--- config.mk ---
export PLATFORM = sky130hd
export DESIGN_NAME = noc_pkt_generator
export DESIGN_NICKNAME = d
export VERILOG_FILES = /design/src/rtl/noc_pkt_generator.sv
export SDC_FILE = /design/constraint.sdc
export NUM_CORES = 1
export LEC_CHECK = 0
export CAP_MARGIN = 20
export CORE_MARGIN = 5
export CORE_UTILIZATION = 54
export DETAILED_ROUTE_END_ITERATION = 7
export HOLD_SLACK_MARGIN = 0.15
export PLACE_DENSITY = 0.9
export SYNTH_ARGS = -nofsm -noshare
export SYNTH_HDL_FRONTEND = slang
export SYNTH_SLANG_ARGS = --single-unit
--- constraint.sdc ---
create_clock -name clk -period 2.69 [get_ports clk]
set_input_delay 0.4035 -clock clk [delete_from_list [all_inputs] [get_ports clk]]
set_output_delay 0.4035 -clock clk [all_outputs]
set_load 0.02 [all_outputs]
--- src/rtl/noc_pkt_generator.sv ---
// ---------------------------------------------------------------------------
// noc_pkt_generator
//   Parametrised NoC traffic source. Emits one packet per valid/ready
//   handshake with a programmable idle gap (FL) between a handshake and the
//   next valid. Four payload modes: fixed value, LFSR-random, incrementing,
//   and LFSR-random with a fixed destination field in the packet MSBs.
//   An optional per-run packet limit parks the generator in DONE.
//
//   Optional build macro: PKT_GEN_SEQ_EN
//     When defined, out_data[SEQ_W-1:0] carries sent_count[SEQ_W-1:0] in every
//     mode (needs SEQ_W <= WIDTH_PACKET-ADDR_W). When undefined the payload
//     is unmodified and SEQ_W has no effect.
//
// Ports
//   clk         in   clock, rising edge
//   rst_n       in   synchronous active-low reset
//   en          in   generation enable (level)
//   mode        in   00 FIXED, 01 LFSR, 10 INCR, 11 LFSR_DEST
//   cfg_value   in   packet value for FIXED
//   cfg_dest    in   destination field for LFSR_DEST
//   pkt_limit   in   packets per run, 0 = unlimited
//   out_data    out  packet
//   out_valid   out  packet valid
//   out_ready   in   sink ready
//   busy        out  high in GAP or SEND
//   done        out  high in DONE
//   sent_count  out  handshakes completed in the current run
// ---------------------------------------------------------------------------
module noc_pkt_generator #(
  parameter int          WIDTH_PACKET = 14,
  parameter int          ADDR_W       = 4,
  parameter int          FL           = 2,
  parameter logic [31:0] LFSR_SEED    = 32'h0000_0001,
  parameter int          SEQ_W        = 4
) (
  input  logic                    clk,
  input  logic                    rst_n,
  input  logic                    en,
  input  logic [1:0]              mode,
  input  logic [WIDTH_PACKET-1:0] cfg_value,
  input  logic [ADDR_W-1:0]       cfg_dest,
  input  logic [15:0]             pkt_limit,
  output logic [WIDTH_PACKET-1:0] out_data,
  output logic                    out_valid,
  input  logic                    out_ready,
  output logic                    busy,
  output logic                    done,
  output logic [15:0]             sent_count
);

  // A zero-width gap counter is illegal, so FL=0 keeps a 1-bit counter that
  // is never loaded with anything but zero.
  localparam int          GAP_W     = (FL > 0) ? $clog2(FL + 1) : 1;
  localparam logic [31:0] SEED_EFF  = (LFSR_SEED == 32'd0) ? 32'd1 : LFSR_SEED;
  localparam logic [31:0] LFSR_TAPS = 32'h8020_0003;

  generate
    if (WIDTH_PACKET < 4 || WIDTH_PACKET > 32 || ADDR_W < 1 ||
        ADDR_W >= WIDTH_PACKET || SEQ_W < 1) begin : gParamCheck
      $error("noc_pkt_generator: illegal parameter combination");
    end
`ifdef PKT_GEN_SEQ_EN
    if (SEQ_W > WIDTH_PACKET - ADDR_W) begin : gSeqCheck
      $error("noc_pkt_generator: SEQ_W overlaps the destination field");
    end
`endif
  endgenerate

  typedef enum logic [1:0] {IDLE, GAP, SEND, DONE} stateT;

  stateT                   stateReg, stateNext;
  logic [GAP_W-1:0]        gapReg, gapNext;
  logic [31:0]             lfsrReg, lfsrNext;
  logic [WIDTH_PACKET-1:0] incrReg, incrNext;
  logic [WIDTH_PACKET-1:0] dataReg, payload;
  logic [1:0]              modeReg;
  logic [15:0]             sentReg, sentNext;
  logic                    loadPkt;

  // Next-state logic. loadPkt marks every edge on which SEND is entered
  // (including back-to-back re-entry when FL=0), which is when the payload
  // and mode are captured.
  always_comb begin
    stateNext = stateReg;
    gapNext   = gapReg;
    sentNext  = sentReg;
    lfsrNext  = lfsrReg;
    incrNext  = incrReg;
    loadPkt   = 1'b0;
    case (stateReg)
      IDLE: begin
        if (en) begin
          sentNext = 16'd0;
          if (FL > 0) begin
            stateNext = GAP;
            gapNext   = GAP_W'(FL);
          end else begin
            stateNext = SEND;
            loadPkt   = 1'b1;
          end
        end
      end
      GAP: begin
        if (!en) begin
          stateNext = IDLE;
        end else if (gapReg == GAP_W'(1)) begin
          stateNext = SEND;
          loadPkt   = 1'b1;
        end else begin
          gapNext = gapReg - GAP_W'(1);
        end
      end
      SEND: begin
        // en is deliberately ignored until the handshake completes.
        if (out_ready) begin
          if (pkt_limit == 16'd0 && sentReg == 16'hFFFF) sentNext = sentReg;
          else                                           sentNext = sentReg + 16'd1;
          // Advance follows the mode the current packet was built with.
          if (modeReg[0])
            lfsrNext = (lfsrReg >> 1) ^ (lfsrReg[0] ? LFSR_TAPS : 32'd0);
          if (modeReg == 2'b10)
            incrNext = incrReg + WIDTH_PACKET'(1);
          if (pkt_limit != 16'd0 && sentNext == pkt_limit) begin
            stateNext = DONE;
          end else if (en) begin
            if (FL > 0) begin
              stateNext = GAP;
              gapNext   = GAP_W'(FL);
            end else begin
              stateNext = SEND;
              loadPkt   = 1'b1;
            end
          end else begin
            stateNext = IDLE;
          end
        end
      end
      DONE: begin
        if (!en) stateNext = IDLE;
      end
      default: stateNext = IDLE;
    endcase
  end

  // Payload is built from the post-advance generator values so that a
  // back-to-back reload on the handshake edge already sees the next value.
  always_comb begin
    payload = cfg_value;
    case (mode)
      2'b00: payload = cfg_value;
      2'b01: payload = lfsrNext[WIDTH_PACKET-1:0];
      2'b10: payload = incrNext;
      2'b11: payload = {cfg_dest, lfsrNext[WIDTH_PACKET-ADDR_W-1:0]};
      default: payload = cfg_value;
    endcase
`ifdef PKT_GEN_SEQ_EN
    payload[SEQ_W-1:0] = sentNext[SEQ_W-1:0];
`endif
  end

  always_ff @(posedge clk) begin
    if (!rst_n) begin
      stateReg <= IDLE;
      gapReg   <= '0;
      lfsrReg  <= SEED_EFF;
      incrReg  <= '0;
      dataReg  <= '0;
      modeReg  <= 2'b00;
      sentReg  <= 16'd0;
    end else begin
      stateReg <= stateNext;
      gapReg   <= gapNext;
      lfsrReg  <= lfsrNext;
      incrReg  <= incrNext;
      sentReg  <= sentNext;
      if (loadPkt) begin
        dataReg <= payload;
        modeReg <= mode;
      end
    end
  end

  assign out_data   = dataReg;
  assign out_valid  = (stateReg == SEND);
  assign busy       = (stateReg == GAP) || (stateReg == SEND);
  assign done       = (stateReg == DONE);
  assign sent_count = sentReg;

endmodule

==> results.sh, run 1 <==
export IMPL_place_congestion=1.01
export IMPL_layout_commonest_cell="nand2_1"
export IMPL_avgSynthCellArea_um2=7.82
export IMPL_htreeDepth=3
export IMPL_ant_nets=0
export IMPL_synth_nets=613
export IMPL_die_width_um=101
export IMPL_firstDrtPassIters=7
export IMPL_dieHeight_um=101
export IMPL_slowest_delay_ns=0.45
export IMPL_grt_pass1_vias=4417
export IMPL_slowest_stage="clkdlybuf4s50_1"
export IMPL_clk_latency_ns=0.35
export IMPL_cp_top_family="simple AND/OR/NAND/NOR gates"
export IMPL_start_kind="primary input"
export IMPL_ys_seq_elements=82
export IMPL_slew_headroom_pct=64.9
export IMPL_ys_seq_area_share_pct=37.1
export IMPL_arrival_ns=2.90
export IMPL_hold_viol=0
export IMPL_io_pins=73
export IMPL_cp_required_ns=2.97
export IMPL_path_cells="clkdlybuf4s50_1 > nor4_2 > nand4_2 > o311ai_0 > nand4_1 > a211oi_2 > nand4b_4 > nand2_1 > mux2i_1"
export IMPL_root_buffer="clkbuf_8"
export IMPL_rsz0062_at_grt="no"
export IMPL_outcome="finished clean"
export IMPL_drt_first_iter_violations=238
export IMPL_holdWs_ns=0.454
export IMPL_max_freq_mhz=383
export IMPL_maxCapViolations=0
export IMPL_cts_setup_buffers=0
export IMPL_tightest_slew_ns=0.525
export IMPL_synth_area_um2=4430
export IMPL_syn_to_final_growth_pct=29.2
export IMPL_antenna_found_initial=0
export IMPL_start_util_pct=54.7
export IMPL_clk_pin_slew_worst_paths_ns=0.08
export IMPL_drv_slew=0
export IMPL_synth_area_leaders="dfxtp_1 (37%), nand2_1 (8.6%), a21oi_1 (6.0%)"
export IMPL_vias=4541
export IMPL_cp_end_kind="register"
export IMPL_grt_pass1_wl_um=20600
export IMPL_portBuffers=72
export IMPL_dpl_cell_area_um2=5490
export IMPL_layout_nets=705
export IMPL_drcViolationCount=0
export IMPL_setup_violations=0
export IMPL_synth_distinct_cells=54
export IMPL_syn_inst=566
export IMPL_final_period_utilization_pct=97.1
export IMPL_cts_tree="done"
export IMPL_numCtsBuffers=9
export IMPL_clock_sinks=82
export IMPL_ctsResizeCount=0
export IMPL_fin_util_pct=70.7
export IMPL_drt_vias_per_instance=5.91
export IMPL_p_total_uw=2520
export IMPL_critPathBufInv=1
export IMPL_dieArea_um2=10100
export IMPL_dp_hpwl_um=9280
export IMPL_async_flop_share_pct=0
export IMPL_yosys_area_top_type_share_pct=37.1
export IMPL_p_leak_uw=0.00213
export IMPL_worst_path_max_fanout=5
export IMPL_coreArea_um2=8090
export IMPL_hold_path_class="reg2reg"
export IMPL_setup_tns_ns=0
export IMPL_peakVddDrop_uv=316
export IMPL_cts_hold_buf=0
export IMPL_yosysTopAreaCell="dfxtp_1"
export IMPL_wl_per_cell_um=16.4
export IMPL_rows=33
export IMPL_final_cell_mix="nand2_1 (101), dfxtp_1 (82), clkdlybuf4s50_1 (72)"
export IMPL_final_area_um2=5720
export IMPL_synth_edf_count=0
export IMPL_yosysWarnings=0
export IMPL_min_period_ns=2.61
export IMPL_ys_flop_type="dfxtp_1"
export IMPL_gr_total_overflow=0
export IMPL_wl_um=12600
export IMPL_cts_buffer_depth=2
export IMPL_p_per_area_nw_per_um2=441
export IMPL_track_usage_pct=25.0
export IMPL_crit_type="in2reg"
export IMPL_num_antenna_cells=0
export IMPL_layout_drive_gt1_share_pct=12.7
export IMPL_fin_skew_ns=0.0103
export IMPL_grt_start_max_net_pins=47
-- cells in the mapped netlist (4+ instances only) --
master and count:
inv_1 10, and3_1 11, a211oi_1 28, xor2_1 17, dfxtp_1 82, buf_2 8
buf_1 4, nand2_1 101, a311oi_1 6, nor2b_1 7, nor2_1 63, nor3_1 7
o21ai_0 32, nand4_1 10, nor4_2 5, nand3_1 12, and2_1 4, clkbuf_1 26
mux2i_1 8, xnor2_1 16, a21oi_1 53, ha_1 7
-- cell families (layout without fill, tap and decap cells) --
| kind of cell | count (synthesis) | count (layout) | share of synthesized area, % |
|---|---|---|---|
| and+or+nand+nor | 244 | 244 | 27.2 |
| AOI/OAI and AO/OA | 142 | 142 | 20.1 |
| DFF | 82 | 82 | 37.1 |
| buffers and inverters | 48 | 145 | 4.29 |
| xor gates and xnor gates | 34 | 34 | 7.04 |
| muxes | 9 | 9 | 2.32 |
| adders and majority gates | 7 | 7 | 1.98 |
-- worst reg2reg max path, cell delays in order (launching register included) --
cell and delay [ns]:
dfxtp_1 0.32, ha_1 0.24, and4_1 0.28, nand4_2 0.18, o31ai_4 0.08, buf_4 0.15, or3_1 0.33, a211oi_2 0.38
nand4b_4 0.19, nand2_1 0.12, mux2i_1 0.17
-- registers in the layout, indices dropped and copies added (netlist names) --
| signal | cells |
|---|---|
| gapReg | 2 |
| incrReg | 14 |
| lfsrReg | 32 |
| modeReg | 2 |
| out_data | 14 |
| sent_count | 16 |
| stateReg | 2 |
-- routing by layer --
metal	track usage, %	part of all wire (%)	up-vias
li1	-	-	2183
met1	29.5	40	2123
met4	9.43	2.7	0
met5	0	0	-
met2	44.6	51	201
met3	4.84	6.3	34
-- power breakdown --
part | total (µW) | switching (µW) | internal (µW)
Combinational | 299 | 159 | 140
Sequential | 1230 | 8.33 | 1220
Clock | 992 | 443 | 550
-- stage by stage --
stage / instances / setup slack [ns]
after floorplan: 566 / 0.0758
after global placement: 752 / -0.107
after global routing: 768 / 0.0443
after CTS: 768 / 0.133
final: 768 / 0.0770
after detailed placement: 752 / -0.229
-- layout make-up --
cell class	count	area [µm²]
multi-input cells	436	2600
fillers	626	2370
flip-flops and latches	82	1640
repair buffers	119	1090
clock buffers	10	138
well taps	105	131
clock inverters	6	90.1
inverters	10	37.5
-- path summary, 6_finish.rpt --
path / depth (start not counted) / endpoint / slack [ns] / from
min: 2 / lfsrReg[25] / 0.45 / lfsrReg[26]
max reg2reg: 10 / gapReg[0] / 0.20 / sent_count[0]
min reg2reg: 2 / lfsrReg[25] / 0.45 / lfsrReg[26]
max: 9 / gapReg[0] / 0.08 / pkt_limit[11]
Power figures use the tool's default switching activity.
==> run 2, diff against run 1 <==
--- a/config.mk
+++ b/config.mk
@@ -5,7 +5,6 @@
 export SDC_FILE = /design/constraint.sdc
 export NUM_CORES = 1
 export LEC_CHECK = 0
-export CAP_MARGIN = 20
 export CORE_MARGIN = 5
 export CORE_UTILIZATION = 54
 export DETAILED_ROUTE_END_ITERATION = 7
==> results of run 2 <==
No change in the layout: final DEF, timing and power equal those of run 1.
